`src/rtl/imem_loader_pkg.sv`:
```
// ============================================================================
// imem_loader_pkg : shared state encoding and constants for the program loader
// Rev 1.0
// ============================================================================
`default_nettype none

package imem_loader_pkg;

  typedef enum logic [2:0] {
    ST_IDLE  = 3'd0,
    ST_RECV  = 3'd1,
    ST_WRITE = 3'd2,
    ST_DONE  = 3'd3,
    ST_ERROR = 3'd4
  } state_t;

  localparam logic [31:0] HALT_WORD_DEFAULT = 32'hFFFF_FFFF;
  localparam int unsigned WORD_BYTES        = 4;
  localparam int unsigned c_BYTE_CNT_W      = $clog2(WORD_BYTES);

endpackage

`default_nettype wire

```
`src/rtl/imem_loader_word_assembler.sv`:
```
// ============================================================================
// imem_loader_word_assembler : MSB-first byte-to-word shift register
// Rev 1.0
// ============================================================================
`default_nettype none

module imem_loader_word_assembler
  import imem_loader_pkg::*;
(
  input  logic                    i_clk,
  input  logic                    i_rst_n,
  input  logic                    i_clear,
  input  logic                    i_accept,
  input  logic [7:0]              i_byte,
  output logic [31:0]             o_word_next,
  output logic [c_BYTE_CNT_W-1:0] o_byte_cnt,
  output logic                    o_complete
);

  // Only the three most recent bytes need storing; the fourth arrives live.
  logic [23:0]             r_word;
  logic [c_BYTE_CNT_W-1:0] r_byte_cnt;

  assign o_word_next = {r_word, i_byte};
  assign o_byte_cnt  = r_byte_cnt;
  assign o_complete  = i_accept && (r_byte_cnt == c_BYTE_CNT_W'(WORD_BYTES - 1));

  always_ff @(posedge i_clk or negedge i_rst_n) begin
    if (!i_rst_n) begin
      r_word     <= '0;
      r_byte_cnt <= '0;
    end else if (i_clear) begin
      r_word     <= '0;
      r_byte_cnt <= '0;
    end else if (i_accept) begin
      r_word     <= o_word_next[23:0];
      r_byte_cnt <= r_byte_cnt + 1'b1;
    end
  end

endmodule

`default_nettype wire

```
`src/rtl/imem_loader.sv`:
```
// ============================================================================
// imem_loader : loads a UART byte stream into instruction memory, then
//               releases the pipeline clock enable. Rev 1.0
// ============================================================================
`default_nettype none

module imem_loader
  import imem_loader_pkg::*;
#(
  parameter int unsigned ADDR_W         = 8,
  parameter logic [31:0] HALT_WORD      = HALT_WORD_DEFAULT,
  parameter int unsigned TIMEOUT_CYCLES = 100000
) (
  input  logic              i_clk,
  input  logic              i_reset,
  input  logic              i_start,
  input  logic              i_rx_valid,
  input  logic [7:0]        i_rx_data,
  output logic              o_write_en,
  output logic [31:0]       o_data,
  output logic [31:0]       o_addr_wr,
  output logic              o_clk_en,
  output logic              o_busy,
  output logic              o_done,
  output logic              o_error,
  output logic [ADDR_W-2:0] o_word_count
);

  localparam logic [ADDR_W-1:0] c_LAST_ADDR  = {{(ADDR_W-2){1'b1}}, 2'b00};
  localparam logic [ADDR_W-1:0] c_ADDR_STEP  = ADDR_W'(WORD_BYTES);
  localparam logic              c_TIMEOUT_EN = (TIMEOUT_CYCLES != 0);
  localparam logic [31:0]       c_TO_LAST    = (TIMEOUT_CYCLES == 0) ? 32'd0
                                                : 32'(TIMEOUT_CYCLES - 1);

  state_t                  r_state;
  logic [ADDR_W-1:0]       r_addr;
  logic [31:0]             r_timeout;

  logic                    w_idle_like;
  logic                    w_accept;
  logic                    w_clear;
  logic [31:0]             w_word_next;
  logic [c_BYTE_CNT_W-1:0] w_byte_cnt;
  logic                    w_complete;

  assign w_idle_like = (r_state == ST_IDLE) || (r_state == ST_DONE) || (r_state == ST_ERROR);
  assign w_clear     = w_idle_like && i_start;
  // The WRITE cycle also accepts bytes so a continuous stream loses nothing.
  assign w_accept    = i_rx_valid && ((r_state == ST_RECV) || (r_state == ST_WRITE));

  imem_loader_word_assembler u_asm (
    .i_clk       (i_clk),
    .i_rst_n     (i_reset),
    .i_clear     (w_clear),
    .i_accept    (w_accept),
    .i_byte      (i_rx_data),
    .o_word_next (w_word_next),
    .o_byte_cnt  (w_byte_cnt),
    .o_complete  (w_complete)
  );

  always_ff @(posedge i_clk or negedge i_reset) begin
    if (!i_reset) begin
      r_state      <= ST_IDLE;
      r_addr       <= '0;
      r_timeout    <= '0;
      o_write_en   <= 1'b0;
      o_data       <= '0;
      o_addr_wr    <= '0;
      o_clk_en     <= 1'b0;
      o_busy       <= 1'b0;
      o_done       <= 1'b0;
      o_error      <= 1'b0;
      o_word_count <= '0;
    end else begin
      o_write_en <= 1'b0;
      case (r_state)
        ST_IDLE, ST_DONE, ST_ERROR: begin
          if (i_start) begin
            r_state      <= ST_RECV;
            r_addr       <= '0;
            r_timeout    <= '0;
            o_word_count <= '0;
            o_busy       <= 1'b1;
            o_done       <= 1'b0;
            o_clk_en     <= 1'b0;
            o_error      <= 1'b0;
          end
        end
        ST_RECV: begin
          if (w_complete) begin
            r_state    <= ST_WRITE;
            r_timeout  <= '0;
            o_write_en <= 1'b1;
            o_data     <= w_word_next;
            o_addr_wr  <= {{(32-ADDR_W){1'b0}}, r_addr};
          end else if (i_rx_valid || (w_byte_cnt == '0)) begin
            r_timeout <= '0;
          end else if (c_TIMEOUT_EN && (r_timeout == c_TO_LAST)) begin
            r_state <= ST_ERROR;
            o_busy  <= 1'b0;
            o_error <= 1'b1;
          end else begin
            r_timeout <= r_timeout + 32'd1;
          end
        end
        ST_WRITE: begin
          o_word_count <= o_word_count + 1'b1;
          r_timeout    <= '0;
          if (o_data == HALT_WORD) begin
            r_state  <= ST_DONE;
            o_busy   <= 1'b0;
            o_done   <= 1'b1;
            o_clk_en <= 1'b1;
          end else if (r_addr == c_LAST_ADDR) begin
            // Memory full without a halt word: refuse to wrap onto address 0.
            r_state <= ST_ERROR;
            o_busy  <= 1'b0;
            o_error <= 1'b1;
          end else begin
            r_state <= ST_RECV;
            r_addr  <= r_addr + c_ADDR_STEP;
          end
        end
        default: begin
          r_state <= ST_IDLE;
          o_busy  <= 1'b0;
        end
      endcase
    end
  end

endmodule

`default_nettype wire
```
`config.mk`:
```
export PLATFORM = sky130hd
export DESIGN_NAME = imem_loader
export DESIGN_NICKNAME = d
export VERILOG_FILES = /design/src/rtl/imem_loader_pkg.sv /design/src/rtl/imem_loader_word_assembler.sv /design/src/rtl/imem_loader.sv
export SDC_FILE = /design/constraint.sdc
export NUM_CORES = 1
export LEC_CHECK = 0
export CAP_MARGIN = 10
export CORE_MARGIN = 2
export CORE_UTILIZATION = 55
export CTS_BUF_LIST = sky130_fd_sc_hd__clkbuf_8
export CTS_CLUSTER_DIAMETER = 120
export DETAILED_ROUTE_END_ITERATION = 8
export GPL_ROUTABILITY_DRIVEN = 0
export GPL_TIMING_DRIVEN = 0
export PLACE_DENSITY = 0.81
export SYNTH_ARGS = -nofsm -noshare
export SYNTH_HDL_FRONTEND = slang
export SYNTH_SLANG_ARGS = --single-unit
```
`constraint.sdc`:
```
create_clock -name i_clk -period 2.4 [get_ports i_clk]
set_input_delay 0.48 -clock i_clk [delete_from_list [all_inputs] [get_ports i_clk]]
set_output_delay 0.48 -clock i_clk [all_outputs]
set_load 0.01 [all_outputs]
```
==> qor.csv <==
metric,value,unit
total half-perimeter wirelength after legalization and detailed placement,9.229,mm
wire length reported by the detailed router,13.26,mm
share of total power in sequential cells,42.1,%
initial core utilization,55.96,%
largest net degree at the start of global routing,71,
clock network fraction of total power,25.0,%
Row Count,37,
power dissipated by switching net loads,2396,µW
cell area after technology mapping,0.005699,mm²
Total Negative Setup Slacks,0,ns
global route total overflow,0,
DP Area,0.006599,mm²
hold crit path type,in -> async,
Logic pwr share,33.0,%
number of enable-type register cells in the synthesized netlist,0,
number of global-route vias before repair,4742,
sequential element share of the synthesized area,50.93,%
CP Data Required Time,2.78,ns
Tot Pwr,6734,µW
number of clock buffers inserted by TritonCTS,17,
CP startpoint,u_asm.o_byte_cnt[0],
insertion delay of the later-clocked pin in the worst-skew pair,0.45,ns
number of remaining DRC errors,0,
proportion of total power due to net switching,35.57,%
chip width,105.8,µm
root buf cell,sky130_fd_sc_hd__clkbuf_8,
area of the core,0.01018,mm²
vertical extent of the die,105.8,µm
TritonCTS clock tree,built,
number of warnings issued by yosys,0,
Critical Path Start Type,flop,
crit path cell chain,inv_1 > ha_1 > nor2_2 > or4b_4 > nor4_4 > or2_1 > buf_4 > buf_6 > a211o_1,
relative max-transition margin,47.15,%
result of the run,"finished, final reports clean",
number of design-rule violations left by the first detailed-router iteration,250,
reg2reg end,r_timeout[26],
wire length of the first global-routing pass,22.43,mm
detailed-route vias per instance,5.778,
peak supply drop,0.7649,mV
fraction of the core area covered by cells at the end of the flow,68.76,%
most instantiated flip-flop cell in the synthesis netlist,sky130_fd_sc_hd__dfrtp_1,
clock period minus worst slack,2.270,ns
all-layer global routing usage,25.39,%
leakage power,0.003420,µW
clk_skew,0.01238,ns
number of cells on the worst reg-to-reg path,9,
startpoint-to-endpoint class of the critical path,reg -> reg,
final design instance area without fill,0.007003,mm²
IO Port Bufs,61,
Worst R2R Start,u_asm.o_byte_cnt[0],
count of final hold-check violations,0,
Final Max Slew Viols,0,
final layout net count,683,
number of clock sinks seen by CTS,116,
clock input transition at the sequential cells of the worst setup and hold paths,0.07,ns
count of different cell masters after synthesis,56,
cell count after synthesis,558,
overall via count from detail_route,4709,
number of synthesized register bits,116,
Internal Dissipation,4338,µW
Area Growth Syn to Fin,22.88,%
element type at the critical path end,flop,
final setup margin,0.1296,ns
share of flip-flops with an asynchronous set or reset after synthesis,100.0,%
Tightest Pin Transition,0.7856,ns
number of buffers on the longest clock path,2,
top-level port count,88,
critical path endpoint,r_timeout[26],
worst setup slack after placement,-0.4450,ns
share of cells above drive strength 1,19.73,%
mean routed wirelength per cell,16.27,µm
Layout fillers,793,
post-route clock period utilization,94.60,%
diodes inserted,0,
syn_area_per_cell,10.21,µm²
area enclosed by the die boundary,0.01119,mm²
final antenna-violating net count,0,
H-tree depth,4,
signal arrival time at the worst endpoint,2.65,ns
fmax,0.4405,GHz
setup repair after global routing missed its margin,false,
maximum fanout along the worst path,10,
detailed-routing iteration count for the pre-antenna-repair pass,5,
largest stage delay on the critical path,0.51,ns
Cell Pwr Density,961.6,mW/mm²
reg2reg setup slack,0.13,ns
cell type of the slowest stage on the worst timing path,sky130_fd_sc_hd__or4b_4,
final count of negative-setup-slack endpoints,0,
Max-Cap Viols,0,
number of antenna violations at the first check in global routing,0,
==> worst max-delay path: cells and delay by family (launching register included) <==
| family | cells | cell delay (ns) |
|---|---|---|
| buffers and inverters | 3 | 0.35 |
| adders and majority gates | 1 | 0.20 |
| AOI/OAI and AO/OA | 1 | 0.13 |
| DFF | 1 | 0.40 |
| and+or+nand+nor | 4 | 1.13 |
==> Yosys cell counts, types with 4 or more instances <==
library cell / instances / area (µm²)
sky130_fd_sc_hd__buf_4: 28 / 210.2
sky130_fd_sc_hd__a21oi_1: 12 / 60.06
sky130_fd_sc_hd__ha_1: 5 / 62.56
sky130_fd_sc_hd__mux2i_1: 4 / 40.04
sky130_fd_sc_hd__nand2b_1: 4 / 25.02
sky130_fd_sc_hd__inv_1: 4 / 15.01
sky130_fd_sc_hd__nor3_1: 8 / 40.04
sky130_fd_sc_hd__nor4_1: 10 / 62.56
sky130_fd_sc_hd__o31ai_1: 7 / 52.55
sky130_fd_sc_hd__o21ai_0: 19 / 95.09
sky130_fd_sc_hd__and3_1: 13 / 81.33
sky130_fd_sc_hd__nand2_1: 97 / 364.1
sky130_fd_sc_hd__nand3_1: 40 / 200.2
sky130_fd_sc_hd__nor2_1: 24 / 90.09
sky130_fd_sc_hd__clkbuf_1: 13 / 48.80
sky130_fd_sc_hd__a31oi_1: 18 / 112.6
sky130_fd_sc_hd__and4_1: 7 / 61.31
sky130_fd_sc_hd__nand4_1: 16 / 100.1
sky130_fd_sc_hd__buf_2: 14 / 70.07
sky130_fd_sc_hd__mux2_2: 40 / 450.4
sky130_fd_sc_hd__a211o_1: 10 / 87.58
sky130_fd_sc_hd__dfrtp_1: 116 / 2903
==> logic make-up after synthesis <==
group	Yosys count	share of synthesized area, %
flops	116	50.93
simple gates	240	22.04
mux	44	8.606
compound gates	90	10.67
xor+xnor	1	0.1537
fa+ha+maj	5	1.098
other cells	1	0.06580
buf+inv	61	6.432
==> worst min path at each step <==
| stage | startpoint | depth (start not counted) | slack, ns | endpoint |
|---|---|---|---|---|
| 6_report | i_reset | 1 | 0.05 | r_timeout[15] |
| 5_1_grt | i_reset | 1 | 0.10 | r_timeout[11] |
| 4_1_cts | i_reset | 1 | 0.06 | r_timeout[21] |
| 3_5_place_dp | u_asm.r_word[15] | 2 | 0.47 | u_asm.r_word[23] |
| 3_3_place_gp | u_asm.r_word[15] | 2 | 0.47 | u_asm.r_word[23] |
| 2_1_floorplan | i_reset | 0 | 0.18 | o_addr_wr[2] |
==> cell type report <==
cell class | count | area, µm² | share of cell area, %
multi-input combinational | 406 | 2545 | 36.34
inverter | 4 | 15.01 | 0.2144
buffer | 57 | 351.6 | 5.021
tap | 136 | 170.2 | 2.430
clock inverter | 15 | 133.9 | 1.912
clock buffer | 17 | 234.0 | 3.341
timing repair buffer | 64 | 650.6 | 9.291
sequential | 116 | 2903 | 41.45
==> layer usage <==
layer	part of all wire (%)	up-vias	wire length, µm	track usage (%)
met2	50	187	6673	41.84
met1	41	2284	5387	31.04
met4	2.3	0	309	12.69
met5	0	-	0	0
li1	-	2201	-	-
met3	6.7	37	893	6.494
==> metrics by stage <==
stage	hold slack [ns]	cells
6_report	0.05491	815
5_1_grt	0.1032	815
4_1_cts	0.06086	815
3_5_place_dp	0.4733	781
3_3_place_gp	0.4719	780
2_1_floorplan	0.1844	583
==> power by group through the flow <==
| stage | sequential [µW] | clock (µW) | combinational (µW) |
|---|---|---|---|
| 6_report | 2830 | 1680 | 2220 |
| 3_5_place_dp | 2860 | 0 | 2200 |
| 4_1_cts | 2830 | 1690 | 2220 |
| 3_3_place_gp | 2830 | 0 | 2120 |
| 5_1_grt | 2900 | 1780 | 2430 |
| 2_1_floorplan | 2890 | 0 | 1110 |
==> cell usage in the layout (no fill, tap or decap), types with 5 or more instances in the layout <==
cell,instances
sky130_fd_sc_hd__nand3_1,40
sky130_fd_sc_hd__ha_1,5
sky130_fd_sc_hd__o21ai_0,19
sky130_fd_sc_hd__dfrtp_1,116
sky130_fd_sc_hd__nor3_1,8
sky130_fd_sc_hd__mux2_2,40
sky130_fd_sc_hd__nand2_1,97
sky130_fd_sc_hd__nor4_1,9
sky130_fd_sc_hd__nand4_1,16
sky130_fd_sc_hd__and3_1,13
sky130_fd_sc_hd__nor2_1,23
sky130_fd_sc_hd__clkinv_4,5
sky130_fd_sc_hd__clkbuf_8,17
sky130_fd_sc_hd__o31ai_1,7
sky130_fd_sc_hd__buf_2,14
sky130_fd_sc_hd__a31oi_1,18
sky130_fd_sc_hd__clkdlybuf4s50_1,60
sky130_fd_sc_hd__a211o_1,10
sky130_fd_sc_hd__buf_4,31
sky130_fd_sc_hd__clkbuf_1,13
sky130_fd_sc_hd__and4_1,7
sky130_fd_sc_hd__conb_1,26
sky130_fd_sc_hd__a21oi_1,12
==> flip-flops by register name, indices dropped and copies added, names as in the netlist <==
name and count:
o_data 32, r_timeout 32, u_asm.r_word 24, o_word_count 7, o_addr_wr 6, r_addr 6
r_state 3, u_asm.o_byte_cnt 2, o_busy 1, o_done 1, o_error 1, o_write_en 1
==> timing repair <==
action	in CTS	in global routing
setup buffers	2	0
endpoints found under the setup margin	19	23
hold buffers	0	0
resized for setup	1	3
pin swaps	1	3
Note: power is estimated with default switching activity, not from simulation.
